**src/rtl/id_ex_stage_reg.sv**
```systemverilog
// ID/EX pipeline register with load-use bubble insertion, external stall and branch flush.
// Optional perf counters (bubbles, flushes) are built when IDEX_PERF_CNT_EN is defined.
module id_ex_stage_reg #(
    parameter int XLEN = 32
`ifdef IDEX_PERF_CNT_EN
    , parameter int CNT_W = 16
`endif
) (
    input  logic            CLK,
    input  logic            RST_N,
    input  logic [1:0]      IN_ALUOp,
    input  logic            IN_ALUSrc,
    input  logic            IN_Branch,
    input  logic            IN_MemRead,
    input  logic            IN_MemWrite,
    input  logic            IN_RegWrite,
    input  logic            IN_MemToReg,
    input  logic            IN_Valid,
    input  logic [XLEN-1:0] IN_PC,
    input  logic [XLEN-1:0] IN_RD1,
    input  logic [XLEN-1:0] IN_RD2,
    input  logic [XLEN-1:0] IN_Imm,
    input  logic [4:0]      IN_Rs1,
    input  logic [4:0]      IN_Rs2,
    input  logic [4:0]      IN_Rd,
    input  logic [3:0]      IN_Funct,
    input  logic            IN_Stall,
    input  logic            IN_Flush,
    output logic [1:0]      OUT_ALUOp,
    output logic            OUT_ALUSrc,
    output logic            OUT_Branch,
    output logic            OUT_MemRead,
    output logic            OUT_MemWrite,
    output logic            OUT_RegWrite,
    output logic            OUT_MemToReg,
    output logic            OUT_Valid,
    output logic [XLEN-1:0] OUT_PC,
    output logic [XLEN-1:0] OUT_RD1,
    output logic [XLEN-1:0] OUT_RD2,
    output logic [XLEN-1:0] OUT_Imm,
    output logic [4:0]      OUT_Rs1,
    output logic [4:0]      OUT_Rs2,
    output logic [4:0]      OUT_Rd,
    output logic [3:0]      OUT_Funct,
    output logic            OUT_HazardStall
`ifdef IDEX_PERF_CNT_EN
    ,
    output logic [CNT_W-1:0] OUT_BubbleCnt,
    output logic [CNT_W-1:0] OUT_FlushCnt
`endif
);

    logic usesRs2;
    logic rdMatch;
    logic hazard;
    logic bubble;
    logic loadAll;

    // A load in EX whose rd feeds the instruction in ID cannot forward in time.
    always_comb begin
        usesRs2 = ~IN_ALUSrc | IN_MemWrite | IN_Branch;
        rdMatch = (OUT_Rd == IN_Rs1) | (usesRs2 & (OUT_Rd == IN_Rs2));
        hazard  = OUT_Valid & OUT_MemRead & (OUT_Rd != 5'd0) & IN_Valid & rdMatch;
    end

    // Stall holds everything, including a pending hazard; flush outranks both.
    assign OUT_HazardStall = hazard & ~IN_Flush;
    assign bubble          = IN_Flush | (~IN_Stall & hazard);
    assign loadAll         = ~IN_Flush & ~IN_Stall & ~hazard;

    always_ff @(posedge CLK) begin
        if (!RST_N) begin
            OUT_ALUOp    <= 2'b00;
            OUT_ALUSrc   <= 1'b0;
            OUT_Branch   <= 1'b0;
            OUT_MemRead  <= 1'b0;
            OUT_MemWrite <= 1'b0;
            OUT_RegWrite <= 1'b0;
            OUT_MemToReg <= 1'b0;
            OUT_Valid    <= 1'b0;
        end else if (bubble) begin
            OUT_ALUOp    <= 2'b00;
            OUT_ALUSrc   <= 1'b0;
            OUT_Branch   <= 1'b0;
            OUT_MemRead  <= 1'b0;
            OUT_MemWrite <= 1'b0;
            OUT_RegWrite <= 1'b0;
            OUT_MemToReg <= 1'b0;
            OUT_Valid    <= 1'b0;
        end else if (loadAll) begin
            OUT_ALUOp    <= IN_ALUOp;
            OUT_ALUSrc   <= IN_ALUSrc;
            OUT_Branch   <= IN_Branch;
            OUT_MemRead  <= IN_MemRead;
            OUT_MemWrite <= IN_MemWrite;
            OUT_RegWrite <= IN_RegWrite;
            OUT_MemToReg <= IN_MemToReg;
            OUT_Valid    <= IN_Valid;
        end
    end

    // Data and index fields keep their old values through a bubble.
    always_ff @(posedge CLK) begin
        if (!RST_N) begin
            OUT_PC    <= '0;
            OUT_RD1   <= '0;
            OUT_RD2   <= '0;
            OUT_Imm   <= '0;
            OUT_Rs1   <= 5'd0;
            OUT_Rs2   <= 5'd0;
            OUT_Rd    <= 5'd0;
            OUT_Funct <= 4'd0;
        end else if (loadAll) begin
            OUT_PC    <= IN_PC;
            OUT_RD1   <= IN_RD1;
            OUT_RD2   <= IN_RD2;
            OUT_Imm   <= IN_Imm;
            OUT_Rs1   <= IN_Rs1;
            OUT_Rs2   <= IN_Rs2;
            OUT_Rd    <= IN_Rd;
            OUT_Funct <= IN_Funct;
        end
    end

`ifdef IDEX_PERF_CNT_EN
    logic hazardBubble;
    assign hazardBubble = ~IN_Flush & ~IN_Stall & hazard;

    always_ff @(posedge CLK) begin
        if (!RST_N) begin
            OUT_BubbleCnt <= '0;
            OUT_FlushCnt  <= '0;
        end else begin
            if (hazardBubble && (OUT_BubbleCnt != {CNT_W{1'b1}}))
                OUT_BubbleCnt <= OUT_BubbleCnt + 1'b1;
            if (IN_Flush && (OUT_FlushCnt != {CNT_W{1'b1}}))
                OUT_FlushCnt <= OUT_FlushCnt + 1'b1;
        end
    end
`endif

endmodule

```
**config.mk**
```make
export PLATFORM = sky130hd
export DESIGN_NAME = id_ex_stage_reg
export DESIGN_NICKNAME = d
export VERILOG_FILES = /design/src/rtl/id_ex_stage_reg.sv
export SDC_FILE = /design/constraint.sdc
export NUM_CORES = 1
export LEC_CHECK = 0
export ABC_AREA = 1
export ABC_CLOCK_PERIOD_IN_PS = 2300
export BUFFER_PORTS_ARGS = -buffer_cell sky130_fd_sc_hd__buf_2
export CAP_MARGIN = 20
export CORE_ASPECT_RATIO = 0.7
export CORE_MARGIN = 4
export CORE_UTILIZATION = 45
export DETAILED_ROUTE_END_ITERATION = 12
export PLACE_DENSITY_LB_ADDON = 0.12
export SKIP_CTS_REPAIR_TIMING = 1
export SLEW_MARGIN = 0
export SYNTH_ARGS = -nofsm -noshare
export SYNTH_HDL_FRONTEND = slang
export SYNTH_SLANG_ARGS = --single-unit
```
**constraint.sdc**
```tcl
create_clock -name CLK -period 2.3 [get_ports CLK]
set_clock_uncertainty 0.15 [all_clocks]
set_input_delay 0.23 -clock CLK [delete_from_list [all_inputs] [get_ports CLK]]
set_output_delay 0.23 -clock CLK [all_outputs]
set_load 0.01 [all_outputs]
```
Word level (Yosys, flattened, before mapping)
Index checks and enable logic that the tools add are counted.
{"block": "word_totals", "inputBits": 160, "regBits": 156, "output_inout_bits": 157, "word_cells": 38}
{"block": "classes", "n_eq_ne": 2, "reduce_logical": 2, "bitwise_logic": 18}
{"cell": "equality test 5 bit", "count": 2}
{"cell": "bitwise AND 1 bit", "count": 9}
{"cell": "inverter 1 bit", "count": 5}
{"cell": "nonzero test 5 bit", "count": 1}
{"cell": "OR 1 bit", "count": 4}
{"cell": "OR reduction 2 bit", "count": 1}

Depth between registers and ports, before layout
Gate-level depths: netlist of the first run.
{"block": "logic_depth", "ltp_word": 9, "depth_mapped": 12, "mapped_depth_nobuf": 10}

Least setup slack after synthesis of the first run
OpenSTA, ideal clock, no wires.
{"block": "synth_path", "path_type": "reg-to-output", "start": "register OUT_Rd[3]", "end": "output port OUT_HazardStall", "path_stages_with_launch": 10, "slack_ns": 0.633, "n_path_buf": 1, "required_time_ns": 1.920, "t_arrival_ns": 1.287, "path_cell_list": "dfxtp_1 > inv_1 > nand2_1 > nand2_1 > nor2_1 > nand3_1 > nand2_1 > nand2_2 > clkbuf_1 > nor2_1"}
{"block": "synth_between", "elab_chain_cells": 5, "elab_cells_between_ends": 9}
{"item": "start: declaration", "line_no": "43", "source": "output logic [4:0] OUT_Rd,"}
{"item": "start signal: assignment", "line_no": "120", "source": "OUT_Rd <= IN_Rd;"}
{"item": "equality test 5 bit or nonzero test 5 bit (tied branches)", "line_no": "62, 63"}
{"item": "bitwise AND 1 bit (on tied branches)", "line_no": "62, 63"}
{"item": "OR 1 bit or bitwise AND 1 bit (tied branches)", "line_no": "62, 63"}
{"item": "bitwise AND 1 bit (*)", "line_no": "63", "source": "hazard = OUT_Valid & OUT_MemRead & (OUT_Rd != 5'd0) & IN_Valid & rdMatch;"}
{"item": "bitwise AND 1 bit (*)", "line_no": "67", "source": "assign OUT_HazardStall = hazard & ~IN_Flush;"}
{"item": "end: declaration", "line_no": "45", "source": "output logic OUT_HazardStall"}
Mark *: on every way between the ends. The rest lies on a longest branch, timed or not.

Final worst setup path of the first run
{"block": "layout_path", "start": "input port IN_Branch", "end": "output port OUT_HazardStall"}
{"block": "layout_between", "elab_chain_cells": 5}
{"item": "start: declaration", "line_no": "13", "source": "input logic IN_Branch,"}
{"item": "OR 1 bit", "line_no": "61", "source": "usesRs2 = ~IN_ALUSrc | IN_MemWrite | IN_Branch;"}
{"item": "bitwise AND 1 bit", "line_no": "62", "source": "rdMatch = (OUT_Rd == IN_Rs1) | (usesRs2 & (OUT_Rd == IN_Rs2));"}
{"item": "OR 1 bit", "line_no": "62"}
{"item": "bitwise AND 1 bit", "line_no": "63"}
{"item": "bitwise AND 1 bit", "line_no": "67"}
No other way between the ends.

==> impl_metrics.env, run 1 <==
export IMPL_synth_top_area_cell="dfxtp_1"
export IMPL_setup_viol=0
export IMPL_yosys_area_top_type_share=0.5268
export IMPL_drive_gt1_frac=0.3129
export IMPL_end_kind="output pin"
export IMPL_fin_tns_setup_ns=0
export IMPL_ys_seq_area_frac=0.5268
export IMPL_drtAntennaViolNets=0
export IMPL_dr_first_iter_drc_count=404
export IMPL_dieWidth_microns=145.2
export IMPL_synth_cell_type_count=16
export IMPL_synth_area_sq_mm=0.005928
export IMPL_drt_wl_total_microns=22010
export IMPL_place_hpwl_microns=12620
export IMPL_start_util=0.4692
export IMPL_finalPower_mw=6.648
export IMPL_track_usage=0.2300
export IMPL_hold_class="input pin to flop"
export IMPL_place_congestion=0.7851
export IMPL_clock_sinks=156
export IMPL_fin_nets=1356
export IMPL_crit_path_start_kind="input pin"
export IMPL_grt_first_pass_wirelength_microns=28740
export IMPL_fmax_mhz=439.8
export IMPL_wl_per_cell_microns=16.05
export IMPL_instances_no_fill=1371
export IMPL_period_minus_slack_ns=2.274
export IMPL_placed_cell_area_sq_mm=0.007510
export IMPL_synth_fp_nets=916
export IMPL_synthCells=756
export IMPL_slew_violations=0
export IMPL_htree_levels=4
export IMPL_cts_buffer_depth=2
export IMPL_maxCapViolations=0
export IMPL_hp_start="IN_Rs2[1]"
export IMPL_path_class="input pin to output pin"
export IMPL_grt_antenna_before_repair=1
export IMPL_hold_viol=1
export IMPL_grt_max_degree=90
export IMPL_p_leak_nw=4.506
export IMPL_drc=0
export IMPL_synth_avg_cell_area_sq_um=7.842
export IMPL_fin_hold_ws_ns=-0.02172
export IMPL_cts_root_buffer_cell="clkbuf_16"
export IMPL_area_delta_synth_final_pct=64.92
export IMPL_firstDrtPassIters=5
export IMPL_min_period_over_period=0.9885
export IMPL_worst_pin_slew_ns=0.4308
export IMPL_die_area_sq_mm=0.01510
export IMPL_die_h_microns=104.0
export IMPL_crit_start="IN_Branch"
export IMPL_cts_made_buffers=17
export IMPL_port_buffers=316
export IMPL_ys_seq_elements=156
export IMPL_fin_area_sq_mm=0.009777
export IMPL_cts_tree="done"
export IMPL_ios=317
export IMPL_max_vdd_ir_drop_v=0.0005992
export IMPL_crit_required_ns=1.92
export IMPL_cp_max_fo=9
export IMPL_synth_warnings=0
export IMPL_fp_row_count=34
export IMPL_timing_rr_start="OUT_Rd[0]"
export IMPL_num_vias=6984
export IMPL_worst_ep_arrival_time_ns=1.89
export IMPL_worstSkewPairLatency_ns=0.40
export IMPL_path_clk_slew_ns=0.06
export IMPL_final_util=0.7738
export IMPL_via_per_inst=5.094
export IMPL_synthTopCellsByArea="dfxtp_1 53%, nand3_1 13%, a21oi_1 13%, nand2_1 12%, buf_6 2.8%"
export IMPL_maxSlewHeadroom=0.7128
export IMPL_violations="hold timing"
export IMPL_dp_cells=1178
export IMPL_grt_pass1_vias=5616
export IMPL_gr_total_overflow=0
export IMPL_power_density_mw_per_mm2=680.0
export IMPL_outcome="finished, violations left"
export IMPL_core_sq_mm=0.01263
## sequential cells by signal (all words and copies together) (netlist names)
signal / count
OUT_Imm: 32
OUT_PC: 32
OUT_RD1: 32
OUT_RD2: 32
OUT_Rd: 5
OUT_Rs1: 5
OUT_Rs2: 5
OUT_Funct: 4
OUT_ALUOp: 2
OUT_ALUSrc: 1
OUT_Branch: 1
OUT_MemRead: 1
OUT_MemToReg: 1
OUT_MemWrite: 1
OUT_RegWrite: 1
OUT_Valid: 1
## where the power goes
part | switching (mW) | total (mW) | leakage (nW) | internal (mW)
clock | 1.13 | 2.84 | 0.283 | 1.71
combinational | 0.447 | 0.923 | 2.94 | 0.476
sequential | 0.0635 | 2.89 | 1.28 | 2.82
total | 1.64 | 6.65 | 4.51 | 5.01
## placed cells by master (no fill, tap or decap), types with 3 or more instances in the layout
cell,n
nand2_1,185
nand3_1,158
buf_4,8
clkbuf_16,19
a21oi_1,156
inv_6,3
bufinv_16,3
dfxtp_4,3
dlygate4sd3_1,155
nor2_1,7
buf_2,316
clkinvlp_4,3
inv_1,13
inv_2,3
dfxtp_1,151
buf_12,6
## cells by family after synthesis
group                  share of synthesized area
AND/OR/NAND/NOR                           0.2630
AO/OA/AOI/OAI                             0.1317
flip-flops                                0.5268
buffers and inverters                    0.07704
XOR/XNOR                                0.001478
## path summary, 6_finish.rpt
| path | end | slack (ns) | cells after the start |
|---|---|---|---|
| setup / recovery | OUT_HazardStall | 0.03 | 12 |
| hold / removal | OUT_Rs2[1] | -0.02 | 3 |
| setup reg to reg | OUT_RD1[17] | 0.32 | 11 |
| hold reg to reg | OUT_RD1[9] | 0.31 | 2 |
## final cells by class
| class | instances | area [sq um] |
|---|---|---|
| multi-input cells | 516 | 2382 |
| flip-flops and latches | 156 | 3137 |
| repair buffers | 488 | 3391 |
| clock inverters | 13 | 166.4 |
| fillers | 865 | 2858 |
| inverters | 17 | 66.31 |
| clock buffers | 18 | 429.2 |
| diodes | 1 | 2.502 |
| well taps | 162 | 202.7 |
## synth_stat cells
master    number
a21oi_1      156
nand2_2        2
inv_1         14
buf_1          3
xnor2_1        1
nand2_1      186
buf_6         15
dfxtp_1      156
inv_2          3
buf_4          3
buf_2         14
nand4_1        2
nand3b_1       1
nor2_1        10
nand3_1      158
clkbuf_1      32
## per-stage QoR
stage,hold WS (ns),setup slack [ns]
5_1_grt,0.004090,-0.1028
3_5_place_dp,0.2995,0.3490
6_report,-0.02172,0.02648
4_1_cts,-0.08272,-0.03243
3_3_place_gp,0.2947,0.3945
2_1_floorplan,0.2444,0.6332
## per-layer routing
| layer | up-vias | global-route usage | wire length, microns |
|---|---|---|---|
| met5 | - | 0 | 0 |
| met4 | 0 | 0.08604 | 480 |
| met1 | 3207 | 0.2837 | 8815 |
| met3 | 36 | 0.07709 | 1737 |
| met2 | 320 | 0.3755 | 10980 |
| li1 | 3421 | - | - |
## worst max-delay path, cell delays in order
cell and delay [ns]:
dlygate4sd3_1 0.53, buf_2 0.13, inv_1 0.08, nand2_1 0.07, nor2_1 0.14, nor2_1 0.05
nand3_1 0.09, nand2_2 0.10, nand2_8 0.14, buf_16 0.14, nor2_1 0.05, buf_2 0.14
Power figures use the tool's default switching activity.
==> run 2: changes to the inputs <==
--- a/config.mk
+++ b/config.mk
@@ -6,12 +6,13 @@
 export NUM_CORES = 1
 export LEC_CHECK = 0
 export ABC_AREA = 1
-export ABC_CLOCK_PERIOD_IN_PS = 2300
+export ABC_CLOCK_PERIOD_IN_PS = 2600
 export BUFFER_PORTS_ARGS = -buffer_cell sky130_fd_sc_hd__buf_2
 export CAP_MARGIN = 20
 export CORE_ASPECT_RATIO = 0.7
 export CORE_MARGIN = 4
 export CORE_UTILIZATION = 45
+export CTS_CLUSTER_SIZE = 20
 export DETAILED_ROUTE_END_ITERATION = 12
 export PLACE_DENSITY_LB_ADDON = 0.12
 export SKIP_CTS_REPAIR_TIMING = 1
==> constraint.sdc (replaced) <==
create_clock -name CLK -period 2.6 [get_ports CLK]
set_clock_uncertainty 0.15 [all_clocks]
set_input_delay 0.26 -clock CLK [delete_from_list [all_inputs] [get_ports CLK]]
set_output_delay 0.26 -clock CLK [all_outputs]
set_load 0.01 [all_outputs]
==> run 2 against run 1 <==
Against the previous run:
- the run still ends with hold timing left
- global-route usage about the same
- final cell count decreased by 3.4%
- die area unchanged
- setup slack improved by 0.14 ns
- power decreased by 12%
- sequential share of layout area increased by 1.6 points
- sequential power decreased by 12%
- critical path depth unchanged
- flip-flop and latch count unchanged
- via count decreased by 3.2%
- worst hold slack got worse by 0.0042 ns
- wire length decreased by 5.0%
==> impl_metrics.env, run 2 (synthesis gave the netlist of run 1 again) <==
export IMPL_crit_required_ns=2.19
export IMPL_core_sq_mm=0.01263
export IMPL_clock_sinks=156
export IMPL_critPathMaxStageDelay_ns=0.54
export IMPL_hold_viol=24
export IMPL_use_met1=0.2814
export IMPL_final_common_cell="buf_2"
export IMPL_cts_buffer_depth=2
export IMPL_drtAntennaViolNets=0
export IMPL_rr_worst_depth=10
export IMPL_maxSlewHeadroom=0.5819
export IMPL_slowest_stage="dlygate4sd3_1"
export IMPL_fillers=976
export IMPL_hp_start="IN_Imm[4]"
export IMPL_fmax_mhz=411.7
export IMPL_max_vdd_ir_drop_v=0.0005063
export IMPL_die_h_microns=104.0
export IMPL_gr_total_overflow=0
export IMPL_slew_violations=0
export IMPL_end_kind="output pin"
export IMPL_fin_area_sq_mm=0.009266
export IMPL_maxCapViolations=0
export IMPL_path_class="input pin to output pin"
export IMPL_cp_max_fo=65
export IMPL_place_hpwl_microns=12570
export IMPL_dieWidth_microns=145.2
export IMPL_grt_pass1_vias=5682
export IMPL_die_area_sq_mm=0.01510
export IMPL_antennaDiodeCount=0
export IMPL_hold_depth=3
export IMPL_top_usage_layer="met2"
export IMPL_worstSkewPairLatency_ns=0.40
export IMPL_final_util=0.7334
export IMPL_grt_antenna_before_repair=0
export IMPL_worst_pin_slew_ns=0.6271
export IMPL_firstDrtPassIters=5
export IMPL_path_clk_slew_ns=0.06
export IMPL_ios=317
export IMPL_min_period_over_period=0.9343
export IMPL_critPathBufInv=5
export IMPL_drc=0
export IMPL_crit_path_start_kind="input pin"
export IMPL_drt_wl_total_microns=20920
export IMPL_rrSetupSlack_ns=0.43
export IMPL_grt_max_degree=75
export IMPL_port_buffers=316
export IMPL_wl_per_cell_microns=15.80
export IMPL_p_leak_nw=4.320
export IMPL_outcome="finished, violations left"
export IMPL_r2r_end="OUT_Imm[28]"
export IMPL_fin_hold_ws_ns=-0.02592
export IMPL_cts_root_buffer_cell="clkbuf_16"
export IMPL_fin_ws_ns=0.1708
export IMPL_cts_made_buffers=17
export IMPL_path_common_cell="nor2_1"
export IMPL_crit_chain="dlygate4sd3_1, buf_2, inv_1, nand2_1, nor2_1, nor2_1, nand3_1, nand2_1, nand2_4, buf_12, nor2_1, buf_2"
export IMPL_fin_nets=1312
export IMPL_placed_cell_area_sq_mm=0.007505
export IMPL_met3_usage=0.07186
export IMPL_start_util=0.4692
export IMPL_timing_rr_start="OUT_Rd[4]"
export IMPL_grt_util_met2=0.3845
export IMPL_place_congestion=0.7967
export IMPL_drive_gt1_frac=0.3133
export IMPL_htree_levels=4
export IMPL_track_usage=0.2303
export IMPL_fp_row_count=34
export IMPL_num_vias=6763
export IMPL_critPathTopFamily="buffers and inverters"
export IMPL_min_to="OUT_Imm[4]"
export IMPL_hold_class="input pin to flop"
export IMPL_post_place_ws_ns=0.5238
export IMPL_dr_first_iter_drc_count=441
export IMPL_area_delta_synth_final_pct=56.31
export IMPL_most_common_layout_cells="316 x buf_2, 186 x nand2_1, 158 x nand3_1"
export IMPL_finalPower_mw=5.868
export IMPL_via_per_inst=5.108
export IMPL_violations="hold timing"
export IMPL_cts_tree="done"
export IMPL_period_minus_slack_ns=2.429
export IMPL_rsz0062_at_grt="no"
export IMPL_fin_tns_setup_ns=0
export IMPL_setup_viol=0
export IMPL_grt_first_pass_wirelength_microns=28910
export IMPL_power_density_mw_per_mm2=633.2
export IMPL_worst_ep_arrival_time_ns=2.02
-- run 2: cell count changes in the layout (fill, tap and decap cells not counted), moves of 3 or more --
cell,change
clkinvlp_4,-3
dfxtp_1,+5
dfxtp_4,-3
dlygate4sd3_1,-39
inv_6,-3
-- run 2: cell type report --
type / count / area, sq um / area share
clock buffer: 17 / 425.4 / 0.04591
clock inverter: 12 / 175.2 / 0.01890
inverter: 17 / 66.31 / 0.007156
multi-input combinational: 516 / 2366 / 0.2553
sequential: 156 / 3123 / 0.3370
tap: 162 / 202.7 / 0.02187
timing repair buffer: 444 / 2908 / 0.3138
-- run 2: worst max path at each step --
stage                     cells after the start      start              end
final                                        12  IN_Branch  OUT_HazardStall
after global routing                         12  IN_Branch  OUT_HazardStall
after CTS                                    10  OUT_Rd[3]  OUT_HazardStall
after detailed placement                     11  OUT_Rd[3]       OUT_Rs2[4]
after global placement                       11  OUT_Rd[3]      OUT_RD1[22]
after floorplan                               9  OUT_Rd[3]  OUT_HazardStall
-- run 2: where the power goes --
part | switching (mW) | internal, mW
Sequential | 0.0555 | 2.50
Combinational | 0.382 | 0.380
Clock | 0.962 | 1.59
Total | 1.40 | 4.47
-- run 2: layer usage --
| metal | vias to the layer above | routed length [microns] |
|---|---|---|
| met3 | 41 | 1768 |
| met4 | 0 | 497 |
| met5 | - | 0 |
| li1 | 3315 | - |
| met2 | 305 | 10370 |
| met1 | 3102 | 8278 |
-- run 2: tightest hold or removal path, delay by kind of cell --
kind            cells  cell delay [ns]
simple gates        1             0.07
buf+inv             1             0.10
compound gates      1             0.06
-- run 2: through the flow --
step / hold WS [ns] / instances
2_1_floorplan: 0.2744 / 756
3_3_place_gp: 0.2960 / 1179
3_5_place_dp: 0.2986 / 1179
4_1_cts: -0.04811 / 1208
5_1_grt: -0.01304 / 1324
6_report: -0.02592 / 1324
==> run 3: changes to the inputs <==
--- a/config.mk
+++ b/config.mk
@@ -15,6 +15,7 @@
 export CTS_CLUSTER_SIZE = 20
 export DETAILED_ROUTE_END_ITERATION = 12
 export PLACE_DENSITY_LB_ADDON = 0.12
+export RECOVER_POWER = 50
 export SKIP_CTS_REPAIR_TIMING = 1
 export SLEW_MARGIN = 0
 export SYNTH_ARGS = -nofsm -noshare
==> run 3 against run 2 <==
Against the previous run:
- the run still ends with hold timing left
- utilization down 1.5 points
- register-to-register slack hardly changed
- critical path depth is the same
- final cell count unchanged
- sequential power about the same
- design area shrank 2.1%
- global-route usage is the same
- clock power hardly changed
- worst hold slack lost 0.0019 ns
- power shrank 0.37%
- non-clock buffer count did not move
- fmax up 0.16%
- largest power group unchanged
==> impl_metrics.env, run 3 (synthesis gave the netlist of run 1 again) <==
export IMPL_crit_required_ns=2.19
export IMPL_fin_tns_setup_ns=0
export IMPL_via_per_inst=5.116
export IMPL_die_h_microns=104.0
export IMPL_grt_antenna_before_repair=0
export IMPL_ios=317
export IMPL_place_congestion=0.7967
export IMPL_slew_violations=0
export IMPL_num_vias=6774
export IMPL_fp_row_count=34
export IMPL_gr_total_overflow=0
export IMPL_drive_gt1_frac=0.1790
export IMPL_antennaDiodeCount=0
export IMPL_path_class="input pin to output pin"
export IMPL_hold_viol=25
export IMPL_port_buffers=316
export IMPL_cts_tree="done"
export IMPL_place_hpwl_microns=12570
export IMPL_hold_class="input pin to flop"
export IMPL_crit_path_start_kind="input pin"
export IMPL_final_util=0.7180
export IMPL_slowest_stage="dlygate4sd3_1"
export IMPL_max_vdd_ir_drop_v=0.0005065
export IMPL_htree_levels=4
export IMPL_rrSetupSlack_ns=0.43
export IMPL_drtAntennaViolNets=0
export IMPL_track_usage=0.2303
export IMPL_fin_nets=1312
export IMPL_power_density_mw_per_mm2=644.5
export IMPL_worst_ep_arrival_time_ns=2.02
export IMPL_critPathMaxStageDelay_ns=0.54
export IMPL_multi_input_comb_area_sq_mm=0.002366
export IMPL_final_seq_area_sq_mm=0.003123
export IMPL_path_clk_slew_ns=0.06
export IMPL_maxSlewHeadroom=0.5762
export IMPL_end_kind="output pin"
export IMPL_most_common_layout_cells="186 x nand2_1, 160 x buf_2, 158 x nand3_1"
export IMPL_rsz0062_at_grt="no"
export IMPL_cp_max_fo=65
export IMPL_fmax_mhz=412.3
export IMPL_crit_chain="dlygate4sd3_1, buf_2, inv_1, nand2_1, nor2_1, nor2_1, nand3_1, nand2_1, nand2_4, buf_12, nor2_1, buf_2"
export IMPL_cts_made_buffers=17
export IMPL_p_leak_nw=3.677
export IMPL_period_minus_slack_ns=2.425
export IMPL_worst_pin_slew_ns=0.6358
export IMPL_core_sq_mm=0.01263
export IMPL_grt_max_degree=75
export IMPL_grt_first_pass_wirelength_microns=28910
export IMPL_die_area_sq_mm=0.01510
export IMPL_dieWidth_microns=145.2
export IMPL_min_period_over_period=0.9328
export IMPL_cts_buffer_depth=2
export IMPL_area_delta_synth_final_pct=53.02
export IMPL_fillers=1062
export IMPL_grt_pass1_vias=5682
export IMPL_dr_first_iter_drc_count=462
export IMPL_violations="hold timing"
export IMPL_wl_per_cell_microns=15.84
export IMPL_worstSkewPairLatency_ns=0.40
export IMPL_firstDrtPassIters=7
export IMPL_maxCapViolations=0
export IMPL_drt_wl_total_microns=20980
export IMPL_cts_root_buffer_cell="clkbuf_16"
export IMPL_fin_hold_ws_ns=-0.02782
export IMPL_setup_viol=0
export IMPL_path_common_cell="nor2_1"
export IMPL_start_util=0.4692
export IMPL_final_common_cell="nand2_1"
export IMPL_drc=0
export IMPL_clock_sinks=156
export IMPL_outcome="finished, violations left"
-- run 3: cell count changes in the layout (fill, tap and decap cells not counted) --
cell      change
buf_2       -156
clkbuf_1    +156
-- run 3: path summary, 6_finish.rpt --
kind | startpoint | end | cells past startpoint
max | IN_Branch | OUT_HazardStall | 12
max reg2reg | OUT_Rd[4] | OUT_Imm[28] | 10
min | IN_PC[29] | OUT_PC[29] | 3
min reg2reg | OUT_Imm[0] | OUT_Imm[0] | 2
-- run 3: where the power goes --
part | switching (mW) | leakage [nW] | total, mW | internal [mW]
logic | 0.383 | 2.10 | 0.734 | 0.352
clock network | 0.965 | 0.298 | 2.55 | 1.59
registers | 0.0590 | 1.27 | 2.56 | 2.50
total | 1.41 | 3.68 | 5.85 | 4.44
-- run 3: per-layer routing --
metal  up-vias  global-route usage  part of all wire
met5         -                   0                 0
met4         0             0.08401             0.025
met3        45             0.07186             0.082
met2       309              0.3845              0.49
met1      3105              0.2814              0.40
li1       3315                   -                 -
-- run 3: final cells by class --
type / count / area share
sequential: 156 / 0.3443
tap: 162 / 0.02234
inverter: 17 / 0.007310
clock inverter: 12 / 0.01931
clock buffer: 17 / 0.04690
multi-input combinational: 516 / 0.2608
timing repair buffer: 444 / 0.2990
-- run 3: critical path: cells and delay by family --
| kind | cells | cell delay (ns) |
|---|---|---|
| buf+inv | 5 | 1.14 |
| simple gates | 7 | 0.59 |
-- run 3: stage by stage --
step,std cells,hold WS (ns),total power [mW],worst slack [ns],cell area (sq um)
finish,1324,-0.02782,5.846,0.1746,9071
CTS,1208,-0.04811,5.752,0.2570,8105
floorplan,756,0.2744,2.925,0.9032,5928
global placement,1179,0.2960,3.210,0.5359,7505
detailed placement,1179,0.2986,3.214,0.5238,7505
global route,1324,-0.01304,6.062,0.03444,9071
